File: src/rtl/uart_boot_pkg.sv
// Shared types and constants for the UART boot loader.
package uart_boot_pkg;

  // Loader session states
  typedef enum logic [2:0] {
    IDLE,
    HDR,
    CNT_LO,
    CNT_HI,
    DATA,
    ACK,
    NAK,
    END
  } boot_state_t;

  localparam logic [7:0] ACK_BYTE = 8'h06;
  localparam logic [7:0] NAK_BYTE = 8'h15;
  localparam logic [7:0] END_HDR  = 8'hFF;

  // Integer clocks per UART bit (truncating division)
  function automatic int clks_per_bit(input int freq, input int baud);
    return freq / baud;
  endfunction

endpackage

File: src/rtl/uart_rx_tx.sv
// 8N1 UART receiver and transmitter sharing one bit period.
// The RX input is expected to be synchronised already.
module uart_rx_tx
  import uart_boot_pkg::*;
#(
  parameter int CLKS_PER_BIT = 10
) (
  input  logic       clk_i,
  input  logic       rst_ni,
  input  logic       rx_i,
  output logic [7:0] rx_data_o,
  output logic       rx_valid_o,
  output logic       rx_ferr_o,
  input  logic [7:0] tx_data_i,
  input  logic       tx_start_i,
  output logic       tx_busy_o,
  output logic       tx_o
);

  localparam int CPB    = (CLKS_PER_BIT < 2) ? 2 : CLKS_PER_BIT;
  localparam int HALF   = CPB / 2;
  localparam int CNT_W  = $clog2(CPB);

  localparam logic [CNT_W-1:0] FULL_M1 = CNT_W'(CPB - 1);
  localparam logic [CNT_W-1:0] HALF_M1 = CNT_W'(HALF - 1);

  typedef enum logic [1:0] {RX_IDLE, RX_START, RX_BITS, RX_STOP} rx_state_t;
  typedef enum logic {TX_IDLE, TX_BUSY} tx_state_t;

  rx_state_t        rx_state_q, rx_state_d;
  logic [CNT_W-1:0] rx_cnt_q, rx_cnt_d;
  logic [2:0]       rx_bit_q, rx_bit_d;
  logic [7:0]       rx_shift_q, rx_shift_d;
  logic             rx_prev_q;
  logic             rx_valid_q, rx_valid_d;
  logic             rx_ferr_q, rx_ferr_d;

  tx_state_t        tx_state_q, tx_state_d;
  logic [CNT_W-1:0] tx_cnt_q, tx_cnt_d;
  logic [3:0]       tx_bit_q, tx_bit_d;
  logic [8:0]       tx_shift_q, tx_shift_d;
  logic             tx_q, tx_d;

  // RX and TX state registers
  always_ff @(posedge clk_i or negedge rst_ni) begin
    if (!rst_ni) begin
      rx_state_q <= RX_IDLE;
      rx_cnt_q   <= '0;
      rx_bit_q   <= '0;
      rx_shift_q <= '0;
      rx_prev_q  <= 1'b1;
      rx_valid_q <= 1'b0;
      rx_ferr_q  <= 1'b0;
      tx_state_q <= TX_IDLE;
      tx_cnt_q   <= '0;
      tx_bit_q   <= '0;
      tx_shift_q <= '1;
      tx_q       <= 1'b1;
    end else begin
      rx_state_q <= rx_state_d;
      rx_cnt_q   <= rx_cnt_d;
      rx_bit_q   <= rx_bit_d;
      rx_shift_q <= rx_shift_d;
      rx_prev_q  <= rx_i;
      rx_valid_q <= rx_valid_d;
      rx_ferr_q  <= rx_ferr_d;
      tx_state_q <= tx_state_d;
      tx_cnt_q   <= tx_cnt_d;
      tx_bit_q   <= tx_bit_d;
      tx_shift_q <= tx_shift_d;
      tx_q       <= tx_d;
    end
  end

  // RX: falling-edge start, half-bit start check, mid-bit sampling, stop check
  always_comb begin
    rx_state_d = rx_state_q;
    rx_cnt_d   = rx_cnt_q;
    rx_bit_d   = rx_bit_q;
    rx_shift_d = rx_shift_q;
    rx_valid_d = 1'b0;
    rx_ferr_d  = 1'b0;
    case (rx_state_q)
      RX_IDLE: begin
        if (rx_prev_q && !rx_i) begin
          rx_state_d = RX_START;
          rx_cnt_d   = '0;
        end
      end
      RX_START: begin
        if (rx_cnt_q == HALF_M1) begin
          rx_cnt_d = '0;
          if (rx_i) begin
            rx_state_d = RX_IDLE;  // glitch, not a real start bit
          end else begin
            rx_state_d = RX_BITS;
            rx_bit_d   = '0;
          end
        end else begin
          rx_cnt_d = rx_cnt_q + CNT_W'(1);
        end
      end
      RX_BITS: begin
        if (rx_cnt_q == FULL_M1) begin
          rx_cnt_d   = '0;
          rx_shift_d = {rx_i, rx_shift_q[7:1]};
          if (rx_bit_q == 3'd7) begin
            rx_state_d = RX_STOP;
          end else begin
            rx_bit_d = rx_bit_q + 3'd1;
          end
        end else begin
          rx_cnt_d = rx_cnt_q + CNT_W'(1);
        end
      end
      RX_STOP: begin
        if (rx_cnt_q == FULL_M1) begin
          rx_cnt_d   = '0;
          rx_state_d = RX_IDLE;
          rx_valid_d = rx_i;
          rx_ferr_d  = !rx_i;
        end else begin
          rx_cnt_d = rx_cnt_q + CNT_W'(1);
        end
      end
      default: rx_state_d = RX_IDLE;
    endcase
  end

  // TX: start bit on accept, then 8 data bits LSB first, then stop
  always_comb begin
    tx_state_d = tx_state_q;
    tx_cnt_d   = tx_cnt_q;
    tx_bit_d   = tx_bit_q;
    tx_shift_d = tx_shift_q;
    tx_d       = tx_q;
    case (tx_state_q)
      TX_IDLE: begin
        tx_d = 1'b1;
        if (tx_start_i) begin
          tx_state_d = TX_BUSY;
          tx_shift_d = {1'b1, tx_data_i};
          tx_cnt_d   = '0;
          tx_bit_d   = '0;
          tx_d       = 1'b0;
        end
      end
      TX_BUSY: begin
        if (tx_cnt_q == FULL_M1) begin
          tx_cnt_d = '0;
          if (tx_bit_q == 4'd9) begin
            tx_state_d = TX_IDLE;
            tx_d       = 1'b1;
          end else begin
            tx_bit_d   = tx_bit_q + 4'd1;
            tx_d       = tx_shift_q[0];
            tx_shift_d = {1'b1, tx_shift_q[8:1]};
          end
        end else begin
          tx_cnt_d = tx_cnt_q + CNT_W'(1);
        end
      end
      default: tx_state_d = TX_IDLE;
    endcase
  end

  assign rx_data_o  = rx_shift_q;
  assign rx_valid_o = rx_valid_q;
  assign rx_ferr_o  = rx_ferr_q;
  assign tx_busy_o  = (tx_state_q != TX_IDLE);
  assign tx_o       = tx_q;

endmodule

File: src/rtl/uart_boot_loader.sv
// UART boot loader: debounced start button opens a session that holds the
// CPU in reset while framed word streams are written into memory banks.
module uart_boot_loader
  import uart_boot_pkg::*;
#(
  parameter int CLK_FREQ  = 23000000,
  parameter int BAUD      = 115200,
  parameter int NUM_BANKS = 2,
  parameter int ADDR_W    = 14,
  parameter int DEB_MS    = 10
) (
  input  logic                 fpga_clk,
  input  logic                 fpga_rst,
  input  logic                 start_pg,
  input  logic                 rx,
  output logic                 tx,
  output logic                 cpu_rst,
  output logic [NUM_BANKS-1:0] wr_en,
  output logic [ADDR_W-1:0]    wr_addr,
  output logic [31:0]          wr_data,
  output logic                 load_active,
  output logic                 load_done,
  output logic                 err
);

  localparam int    CPB     = clks_per_bit(CLK_FREQ, BAUD);
  localparam longint DEB_CYC = (longint'(DEB_MS) * longint'(CLK_FREQ)) / 1000;
  localparam int    DEB_N   = (DEB_CYC < 1) ? 1 : int'(DEB_CYC);
  localparam int    DEB_W   = $clog2(DEB_N + 1);
  localparam int    BANK_W  = (NUM_BANKS > 1) ? $clog2(NUM_BANKS) : 1;

  // Input synchronisers and debounce
  logic             rx_meta_q, rx_sync_q;
  logic             st_meta_q, st_sync_q;
  logic             deb_q;
  logic [DEB_W-1:0] deb_cnt_q;
  logic             press_q;

  // UART interface
  logic [7:0] rx_data;
  logic       rx_valid;
  logic       rx_ferr;
  logic [7:0] tx_data;
  logic       tx_start;
  logic       tx_busy;

  // Session FSM
  boot_state_t          state_q, state_d;
  logic [BANK_W-1:0]    bank_q, bank_d;
  logic [7:0]           cnt_lo_q, cnt_lo_d;
  logic [15:0]          remain_q, remain_d;
  logic [ADDR_W-1:0]    addr_q, addr_d;
  logic [1:0]           byte_idx_q, byte_idx_d;
  logic [23:0]          word_q, word_d;
  logic [NUM_BANKS-1:0] wr_en_q, wr_en_d;
  logic [ADDR_W-1:0]    wr_addr_q, wr_addr_d;
  logic [31:0]          wr_data_q, wr_data_d;
  logic                 load_active_q, load_active_d;
  logic                 load_done_q, load_done_d;
  logic                 err_q, err_d;
  logic                 cpu_rst_q, cpu_rst_d;

  logic [15:0]          cnt_n;
  logic [NUM_BANKS-1:0] bank_onehot;

  // Two-flop synchronisers for the asynchronous board inputs
  always_ff @(posedge fpga_clk or negedge fpga_rst) begin
    if (!fpga_rst) begin
      rx_meta_q <= 1'b1;
      rx_sync_q <= 1'b1;
      st_meta_q <= 1'b0;
      st_sync_q <= 1'b0;
    end else begin
      rx_meta_q <= rx;
      rx_sync_q <= rx_meta_q;
      st_meta_q <= start_pg;
      st_sync_q <= st_meta_q;
    end
  end

  // Debounce: accept a new button level only after DEB_N stable cycles;
  // a press is the accepted 0->1 transition
  always_ff @(posedge fpga_clk or negedge fpga_rst) begin
    if (!fpga_rst) begin
      deb_q     <= 1'b0;
      deb_cnt_q <= '0;
      press_q   <= 1'b0;
    end else begin
      press_q <= 1'b0;
      if (st_sync_q == deb_q) begin
        deb_cnt_q <= '0;
      end else if (deb_cnt_q == DEB_W'(DEB_N - 1)) begin
        deb_q     <= st_sync_q;
        deb_cnt_q <= '0;
        press_q   <= st_sync_q;
      end else begin
        deb_cnt_q <= deb_cnt_q + DEB_W'(1);
      end
    end
  end

  uart_rx_tx #(
    .CLKS_PER_BIT(CPB)
  ) u_uart (
    .clk_i      (fpga_clk),
    .rst_ni     (fpga_rst),
    .rx_i       (rx_sync_q),
    .rx_data_o  (rx_data),
    .rx_valid_o (rx_valid),
    .rx_ferr_o  (rx_ferr),
    .tx_data_i  (tx_data),
    .tx_start_i (tx_start),
    .tx_busy_o  (tx_busy),
    .tx_o       (tx)
  );

  assign cnt_n = {rx_data, cnt_lo_q};

  generate
    for (genvar gi = 0; gi < NUM_BANKS; gi++) begin : g_bank_sel
      assign bank_onehot[gi] = (32'(bank_q) == gi);
    end
  endgenerate

  // Session FSM state and registered outputs
  always_ff @(posedge fpga_clk or negedge fpga_rst) begin
    if (!fpga_rst) begin
      state_q       <= IDLE;
      bank_q        <= '0;
      cnt_lo_q      <= '0;
      remain_q      <= '0;
      addr_q        <= '0;
      byte_idx_q    <= '0;
      word_q        <= '0;
      wr_en_q       <= '0;
      wr_addr_q     <= '0;
      wr_data_q     <= '0;
      load_active_q <= 1'b0;
      load_done_q   <= 1'b0;
      err_q         <= 1'b0;
      cpu_rst_q     <= 1'b1;
    end else begin
      state_q       <= state_d;
      bank_q        <= bank_d;
      cnt_lo_q      <= cnt_lo_d;
      remain_q      <= remain_d;
      addr_q        <= addr_d;
      byte_idx_q    <= byte_idx_d;
      word_q        <= word_d;
      wr_en_q       <= wr_en_d;
      wr_addr_q     <= wr_addr_d;
      wr_data_q     <= wr_data_d;
      load_active_q <= load_active_d;
      load_done_q   <= load_done_d;
      err_q         <= err_d;
      cpu_rst_q     <= cpu_rst_d;
    end
  end

  // Session FSM next state: header, count, data words, replies
  always_comb begin
    state_d       = state_q;
    bank_d        = bank_q;
    cnt_lo_d      = cnt_lo_q;
    remain_d      = remain_q;
    addr_d        = addr_q;
    byte_idx_d    = byte_idx_q;
    word_d        = word_q;
    wr_en_d       = '0;
    wr_addr_d     = wr_addr_q;
    wr_data_d     = wr_data_q;
    load_active_d = load_active_q;
    load_done_d   = 1'b0;
    err_d         = err_q;
    tx_start      = 1'b0;
    tx_data       = ACK_BYTE;

    case (state_q)
      IDLE: begin
        if (press_q) begin
          state_d       = HDR;
          load_active_d = 1'b1;
          err_d         = 1'b0;
        end
      end
      HDR: begin
        if (rx_ferr) begin
          err_d   = 1'b1;
          state_d = NAK;
        end else if (rx_valid) begin
          if (32'(rx_data) < 32'(NUM_BANKS)) begin
            bank_d  = rx_data[BANK_W-1:0];
            state_d = CNT_LO;
          end else if (rx_data == END_HDR) begin
            state_d = END;
          end else begin
            err_d   = 1'b1;
            state_d = NAK;
          end
        end
      end
      CNT_LO: begin
        if (rx_ferr) begin
          err_d   = 1'b1;
          state_d = NAK;
        end else if (rx_valid) begin
          cnt_lo_d = rx_data;
          state_d  = CNT_HI;
        end
      end
      CNT_HI: begin
        if (rx_ferr) begin
          err_d   = 1'b1;
          state_d = NAK;
        end else if (rx_valid) begin
          if (32'(cnt_n) > (32'd1 << ADDR_W)) begin
            err_d   = 1'b1;
            state_d = NAK;
          end else if (cnt_n == 16'd0) begin
            state_d = ACK;
          end else begin
            remain_d   = cnt_n;
            addr_d     = '0;
            byte_idx_d = '0;
            state_d    = DATA;
          end
        end
      end
      DATA: begin
        if (rx_ferr) begin
          err_d   = 1'b1;
          state_d = NAK;
        end else if (rx_valid) begin
          byte_idx_d = byte_idx_q + 2'd1;
          case (byte_idx_q)
            2'd0: word_d[7:0]   = rx_data;
            2'd1: word_d[15:8]  = rx_data;
            2'd2: word_d[23:16] = rx_data;
            default: begin
              wr_en_d   = bank_onehot;
              wr_addr_d = addr_q;
              wr_data_d = {rx_data, word_q};
              addr_d    = addr_q + ADDR_W'(1);
              remain_d  = remain_q - 16'd1;
              if (remain_q == 16'd1) begin
                state_d = ACK;
              end
            end
          endcase
        end
      end
      ACK: begin
        tx_data = ACK_BYTE;
        if (!tx_busy) begin
          tx_start = 1'b1;
          state_d  = HDR;
        end
      end
      NAK: begin
        tx_data = NAK_BYTE;
        if (!tx_busy) begin
          tx_start = 1'b1;
          state_d  = HDR;
        end
      end
      END: begin
        tx_data = ACK_BYTE;
        if (!tx_busy) begin
          tx_start      = 1'b1;
          load_done_d   = 1'b1;
          load_active_d = 1'b0;
          state_d       = IDLE;
        end
      end
      default: state_d = IDLE;
    endcase

    // CPU held in reset for the whole session plus the cycle leaving END
    cpu_rst_d = (state_d != IDLE) || (state_q == END);
  end

  assign cpu_rst     = cpu_rst_q;
  assign wr_en       = wr_en_q;
  assign wr_addr     = wr_addr_q;
  assign wr_data     = wr_data_q;
  assign load_active = load_active_q;
  assign load_done   = load_done_q;
  assign err         = err_q;

endmodule
File: config.mk
export PLATFORM = sky130hd
export DESIGN_NAME = uart_boot_loader
export DESIGN_NICKNAME = d
export VERILOG_FILES = /design/src/rtl/uart_boot_pkg.sv /design/src/rtl/uart_rx_tx.sv /design/src/rtl/uart_boot_loader.sv
export SDC_FILE = /design/constraint.sdc
export NUM_CORES = 1
export LEC_CHECK = 0
export ABC_AREA = 1
export BUFFER_PORTS_ARGS = -buffer_cell sky130_fd_sc_hd__clkbuf_2
export CAP_MARGIN = 30
export CELL_PAD_IN_SITES_DETAIL_PLACEMENT = 1
export CELL_PAD_IN_SITES_GLOBAL_PLACEMENT = 1
export CORE_ASPECT_RATIO = 1.75
export CORE_MARGIN = 2
export CORE_UTILIZATION = 46
export DETAILED_ROUTE_END_ITERATION = 7
export PLACE_DENSITY_LB_ADDON = 0.05
export SLEW_MARGIN = 20
export SYNTH_ARGS = -nofsm -noshare
export SYNTH_HDL_FRONTEND = slang
export SYNTH_SLANG_ARGS = --single-unit
File: constraint.sdc
create_clock -name fpga_clk -period 2.22 [get_ports fpga_clk]
set_input_delay 0.555 -clock fpga_clk [delete_from_list [all_inputs] [get_ports fpga_clk]]
set_output_delay 0.555 -clock fpga_clk [all_outputs]
set_load 0.02 [all_outputs]
==> After elaboration in Yosys (flattened, before gate mapping) <==
Index checks and enable logic that the tools add are counted.
{ "classes": {"n_eq_ne": 46, "n_addsub": 8, "muxes": 105, "reduce_logical": 32, "n_bitwise": 5, "order_cmp": 2} }
{ "ops": {"columns": ["op", "count"], "rows": [
  ["16-bit two-way mux", 7],
  ["14-bit two-way mux", 7],
  ["3-bit two-way mux", 18],
  ["8-bit two-way mux", 5],
  ["18-bit two-way mux", 2],
  ["2-bit two-way mux", 17],
  ["16-bit one-hot mux with 2 select lines", 1],
  ["1-bit two-way mux", 28],
  ["14-bit one-hot mux with 2 select lines", 1],
  ["9-bit two-way mux", 3],
  ["8-bit equality test (second input constant)", 3],
  ["2-bit inequality test (second input constant)", 12],
  ["8-bit one-hot mux with 3 select lines", 1],
  ["3-bit one-hot mux with 7 select lines", 1],
  ["4-bit AND reduction", 5],
  ["18-bit by 1-bit adder with 18-bit output (second input constant)", 1],
  ["18-bit equality test (second input constant)", 1],
  ["9-bit one-hot mux with 2 select lines", 1],
  ["8-bit by 1-bit adder with 8-bit output (second input constant)", 2],
  ["16-bit by 1-bit equality test with 1-bit output (second input constant)", 1],
  ["16-bit by 15-bit > comparator with 1-bit output (second input constant)", 1],
  ["16-bit logical NOT", 1],
  ["2-bit by 1-bit inequality test with 1-bit output (second input constant)", 8],
  ["8-bit one-hot mux with 2 select lines", 1],
  ["other kinds (40)", 70]
]} }
{ "word_totals": {"regBits": 191, "wordCells": 233, "inputBits": 4} }

==> Longest topological paths before layout <==
{ "depth": {"ltp_word": 8, "mapped_depth": 12, "depth_no_buf": 12} }

==> By module <==
From an unflattened synthesis, not the netlist that was laid out.
{ "hier_totals": {"hier_cells": 1203, "area_unflattened_um2": 9549.2} }
{ "by_module_without_submodules": {"columns": ["mod", "area_per_inst_um2", "cells_per_inst", "instances"], "rows": [
  ["uart_boot_loader", 7115.6, 917, 1],
  ["uart_rx_tx", 2433.6, 286, 1]
]} }

==> Worst setup path before layout <==
OpenSTA, ideal clock, no wires.
{ "synth_path": {"path_type": "register -> register", "start": "register state_q[0]", "end": "register remain_q[10]", "slack_ns": 0.636, "required_time_ns": 2.102, "setup_ns": 0.118, "arrival_time_ns": 1.467, "path_stages_with_launch": 12, "n_path_buf": 2, "period_less_slack_ns": 1.584, "path_cell_list": "dfrtp_1 > buf_4 > inv_2 > nand2_2 > nor2_4 > inv_2 > or2_4 > nand2_2 > nor2_8 > buf_6 > nand3_1 > nand2_1"} }
{ "synth_via": {"elab_chain_len": 3, "elab_cells_between_ends": 12, "cone_classes": "9 x eq/ne; 1 x mux; 2 x reduce/logical"} }
{ "synth_rtl": {"columns": ["item", "line", "source"], "rows": [
  ["start: declaration", "uart_boot_loader.sv:48", "boot_state_t state_q, state_d;"],
  ["start signal: assignment", "uart_boot_loader.sv:143", "state_q <= state_d;"],
  ["3-bit by 2-bit equality test with 1-bit output or 3-bit equality test (tied branches)", "uart_boot_loader.sv:178", "case (state_q)"],
  ["2-bit by 1-bit inequality test with 1-bit output (no line) (tied with other cells)", null, null],
  ["8-bit AND reduction (no line)", null, null],
  ["end signal: assignment", "uart_boot_loader.sv:146", "remain_q <= remain_d;"],
  ["end: declaration", "uart_boot_loader.sv:51", "logic [15:0] remain_q, remain_d;"]
]} }
Parallel ways exist; a longest one is shown, timed or not.
A chain may end at the register's enable or synchronous reset.

==> Worst setup path after layout <==
{ "layout_path": {"start": "register state_q[0]", "end": "register word_q[5]"} }
{ "layout_via": {"elab_chain_len": 2} }
{ "layout_rtl": {"columns": ["item", "line", "source"], "rows": [
  ["3-bit equality test", "uart_boot_loader.sv:178", null],
  ["4-bit AND reduction (no line)", null, null],
  ["end signal: assignment", "uart_boot_loader.sv:149", "word_q <= word_d;"],
  ["end: declaration", "uart_boot_loader.sv:54", "logic [23:0] word_q, word_d;"]
]} }
No other way between the ends.

==> results.txt <==
----------------------------------------------------
[Clock network]
  Total clock buffers created by CTS ... 17
  Number of resized instances in the post-cts repair step ... 0
  Hold bufs inserted after CTS ... 0
  CTS Buffer Depth ... 2
  Clock tree from TritonCTS ... built
  CTS H-tree lvls ... 4
  CTS clk-pin slew, worst paths ... 0.07 ns
  Post-CTS setup buffers ... 0
  Library cell used as clock root buffer ... sky130_fd_sc_hd__clkbuf_16
  Clock Latency Late Sink ... 0.45 ns
  Clock sink count ... 190

[Setup path]
  Cells traversed along the worst timing path ... inv_2 > nand2_2 > nor2_4 > buf_4 > nand3_1 > nand2_1 > o21ai_0
  Delay-heaviest family, CP ... simple AND/OR/NAND/NOR gates
  Worst Setup End Kind ... register
  Biggest cell delay along the critical path ... 0.48 ns
  Worst reg2reg endpoint ... word_q[5]
  WP buf/inv ... 2
  Launch point of the worst reg-to-reg path ... state_q[0]
  Critical Path Fanout Max ... 21
  Count of cells along the worst register-to-register path ... 7
  Critical path endpoint ... word_q[5]
  Flop-to-flop setup slack ... 0.26 ns
  Startpoint of the most critical setup path ... state_q[0]
  Critical Path Source Type ... register
  Critical Setup Path Class ... register to register
  Total stage count of the critical path ... 7
  Data arrival time at the worst-slack endpoint ... 2.27 ns
  Critical Path RT ... 2.53 ns
  Slowest cell on the critical path ... sky130_fd_sc_hd__dfrtp_1

[Timing]
  Period minus WS final ... 1.96 ns
  Setup repair after global routing missed its margin ... no
  Setup TNS after final layout ... 0 ns
  Count of final setup violators ... 0
  Slew at the pin closest to its max-slew limit ... 0.536 ns
  Final Hold Fails ... 0
  Hold slack final ... 0.0689 ns
  Max-Slew Margin vs Limit ... 64.0%
  Clock skew after layout ... 0.00758 ns
  Maximum frequency from static timing analysis ... 510 MHz
  Slew Limit Fails ... 0
  Final worst path period share ... 88.4%

[Synth]
  Async SR Flop Fraction ... 100%
  Combinational family with the most area after synthesis ... simple AND/OR/NAND/NOR gates
  Cell area after synthesis ... 9230 um^2
  Post-synthesis register bit count ... 190
  Warnings from Yosys ... 0
  Area share of xor/xnor cells in the synthesized design ... 3.04%
  Post-synthesis compound-gate area fraction ... 7.57%
  Post-synthesis share of cell area spent on and, or, nand and nor gates ... 29.9%
  Synth unique cells ... 45
  Post-synth top flop ... sky130_fd_sc_hd__dfrtp_1
  Post-synth EDFFs ... 0
  Number of instances in the synthesized netlist ... 1157
  Fraction of the yosys area taken by sequential cells ... 51.7%
  Share of cell area taken by muxes after synthesis ... 0%
  Synth Area in Adders ... 2.17%
  Post-Syn Nets ... 1177
  Post-synthesis average cell area ... 7.98 um^2

[Global route]
  Antenna violations before repair ... 0
  First-pass GRT wire length ... 41.6 mm
  Remaining global-route overflow ... 0
  Number of global-route vias before repair ... 8426
  Pin count of the biggest net entering global routing ... 51
  Overall fraction of global-route tracks in use ... 24.6%

[Place]
  Area after DPL ... 9850 um^2
  Placed cell count ... 1446
  HPWL after DPL ... 17.9 mm
  Placer congestion estimate ... 0.855
  Count of buffers inserted at the top-level ports ... 56

[Power and ir drop]
  Max rail drop VDD ... 577 uV
  Net switching component of the power ... 0.00181 W
  Pint ... 0.00532 W
  Logic pwr share ... 5.5%
  Power density normalized to cell area ... 682 nW/um^2
  Relative contribution of the clock network to total power ... 44.0%
  Sequential share of power ... 50.5%
  Leakage power total ... 5.21 nW
  Switching Share ... 25.4%

[Status]
  Run status ... completed

[Floorplanning]
  Number of rows created at floorplan ... 68
  Initial core utilization ... 46.7%
  Horizontal extent of the die ... 111 um
  Core area ... 19700 um^2
  I/O Pins ... 57
  Die ar. ... 21300 um^2
  Vertical die dimension ... 191 um

[Detailed routing]
  1st-iter DRT viols ... 318
  First-pass detailed-route iteration total ... 5
  Remaining routing DRC violations ... 0
  Number of vias after detailed routing ... 7782
  Drt via density ... 5.27
  WL per Instance ... 16.8 um
  Total routed wirelength ... 24.8 mm
  Number of antenna-violating nets in the routed design ... 0

[Layout]
  Area growth from synthesis to final layout ... 13.2%
  Fill cell total of the finished layout ... 2471
  Final Instance Count excl. Fillers ... 1478
  Area occupied by registers ... 4770 um^2
  Footprint of the multi-input gates ... 3940 um^2
  Layout cells sized above 1 ... 11.9%
  Summed area of non-filler cells in the final layout ... 10500 um^2
  Final layout net count ... 1240
  Number of diodes added for antenna fixing ... 0

[Min path]
  Type of the worst min-delay path ... input port to asynchronous set/reset pin

[Run]
  Maximum Capacitance Violations ... 0

----------------------------------------------------
logic make-up after synthesis:
| kind of cell | after synthesis |
|---|---|
| and+or+nand+nor | 666 |
| DFF | 190 |
| AOI/OAI and AO/OA | 127 |
| buffers and inverters | 126 |
| xor gates and xnor gates | 32 |
| adders and majority gates | 16 |
placed cells by master, fill, tap and decap left out, types with 14 or more instances in the layout:
master,Yosys,layout
sky130_fd_sc_hd__o21ai_1,21,21
sky130_fd_sc_hd__clkbuf_2,1,55
sky130_fd_sc_hd__inv_1,85,85
sky130_fd_sc_hd__nand2_1,407,407
sky130_fd_sc_hd__nor2_1,132,132
sky130_fd_sc_hd__nand3_1,79,79
sky130_fd_sc_hd__ha_1,16,16
sky130_fd_sc_hd__a21oi_1,15,15
sky130_fd_sc_hd__xor2_1,26,26
sky130_fd_sc_hd__buf_4,2,14
sky130_fd_sc_hd__dfrtp_1,177,177
sky130_fd_sc_hd__o21ai_0,69,69
sky130_fd_sc_hd__clkbuf_16,0,17
power by group through the flow:
stage | registers, W | clock network, W | logic [W]
global placement | 0.00366 | 0 | 0.000380
CTS | 0.00360 | 0.00320 | 0.000404
floorplan | 0.00365 | 0 | 0.000230
global route | 0.00361 | 0.00331 | 0.000460
finish | 0.00360 | 0.00314 | 0.000394
detailed placement | 0.00367 | 0 | 0.000394
cell usage after synthesis, drive strengths merged, types with 6 or more instances:
master,count,area [um^2]
o21ai,91,459
nor2,138,557
ha,16,200
dfrtp,177,4430
o22ai,9,70.1
clkbuf,8,31.3
xor2,26,228
nand4,13,81.3
nor3,14,81.3
nand2,411,1560
a21oi,15,75.1
nand3,82,425
inv,95,357
xnor2,6,52.6
buf,22,128
dfstp,13,342
metal layers:
layer | share of wire (%) | vias up | track usage [%] | wire [um]
li1 | - | 3793 | - | -
met1 | 38 | 3846 | 25.8 | 9430
met2 | 57 | 106 | 49.4 | 14300
met3 | 2.2 | 37 | 3.08 | 556
met4 | 2.4 | 0 | 8.97 | 588
met5 | 0 | - | 0 | 0
flip-flops by register name, summed over array words and instances (netlist names), 2 cells and up, named ones only:
register	cells
deb_cnt_q	18
wr_data	32
u_uart.tx_cnt_q	8
u_uart.rx_bit_q	3
remain_q	16
u_uart.tx_shift_q	8
u_uart.rx_cnt_q	8
u_uart.rx_data_o	8
u_uart.tx_bit_q	4
byte_idx_q	2
state_q	3
wr_en	2
wr_addr	14
addr_q	14
cnt_lo_q	8
word_q	24
layout make-up:
class / instances / share of cell area (%)
well taps: 245 / 2.93
clock buffers: 20 / 4.37
flip-flops and latches: 190 / 45.7
inverters: 96 / 3.45
repair buffers: 74 / 4.54
multi-input cells: 841 / 37.7
clock inverters: 12 / 1.38
how the worst min path moves through the flow:
stage,to,cells past startpoint,slack [ns],startpoint
CTS,wr_data[13],1,0.08,fpga_rst
global placement,st_sync_q,0,0.34,st_meta_q
floorplan,asynchronous set/reset pin,0,0.26,fpga_rst
finish,wr_data[11],1,0.07,fpga_rst
global route,wr_data[11],1,0.09,fpga_rst
detailed placement,st_sync_q,0,0.34,st_meta_q
stage by stage:
stage                     power (W)  worst slack, ns  utilization, %
after floorplan             0.00388            0.636               -
after global placement      0.00404            0.381            49.9
after detailed placement    0.00406            0.265            49.9
after CTS                   0.00721            0.249            52.9
after global routing        0.00738           0.0541            52.9
final                       0.00713            0.258            52.9
worst reg2reg max path, delay by kind of cell (launching register included):
family	cells	cell delay (ns)
AOI/OAI and AO/OA	1	0.09
buffers and inverters	2	0.43
DFF	1	0.48
and+or+nand+nor	4	0.82
Note: power is estimated with default switching activity, not from simulation.
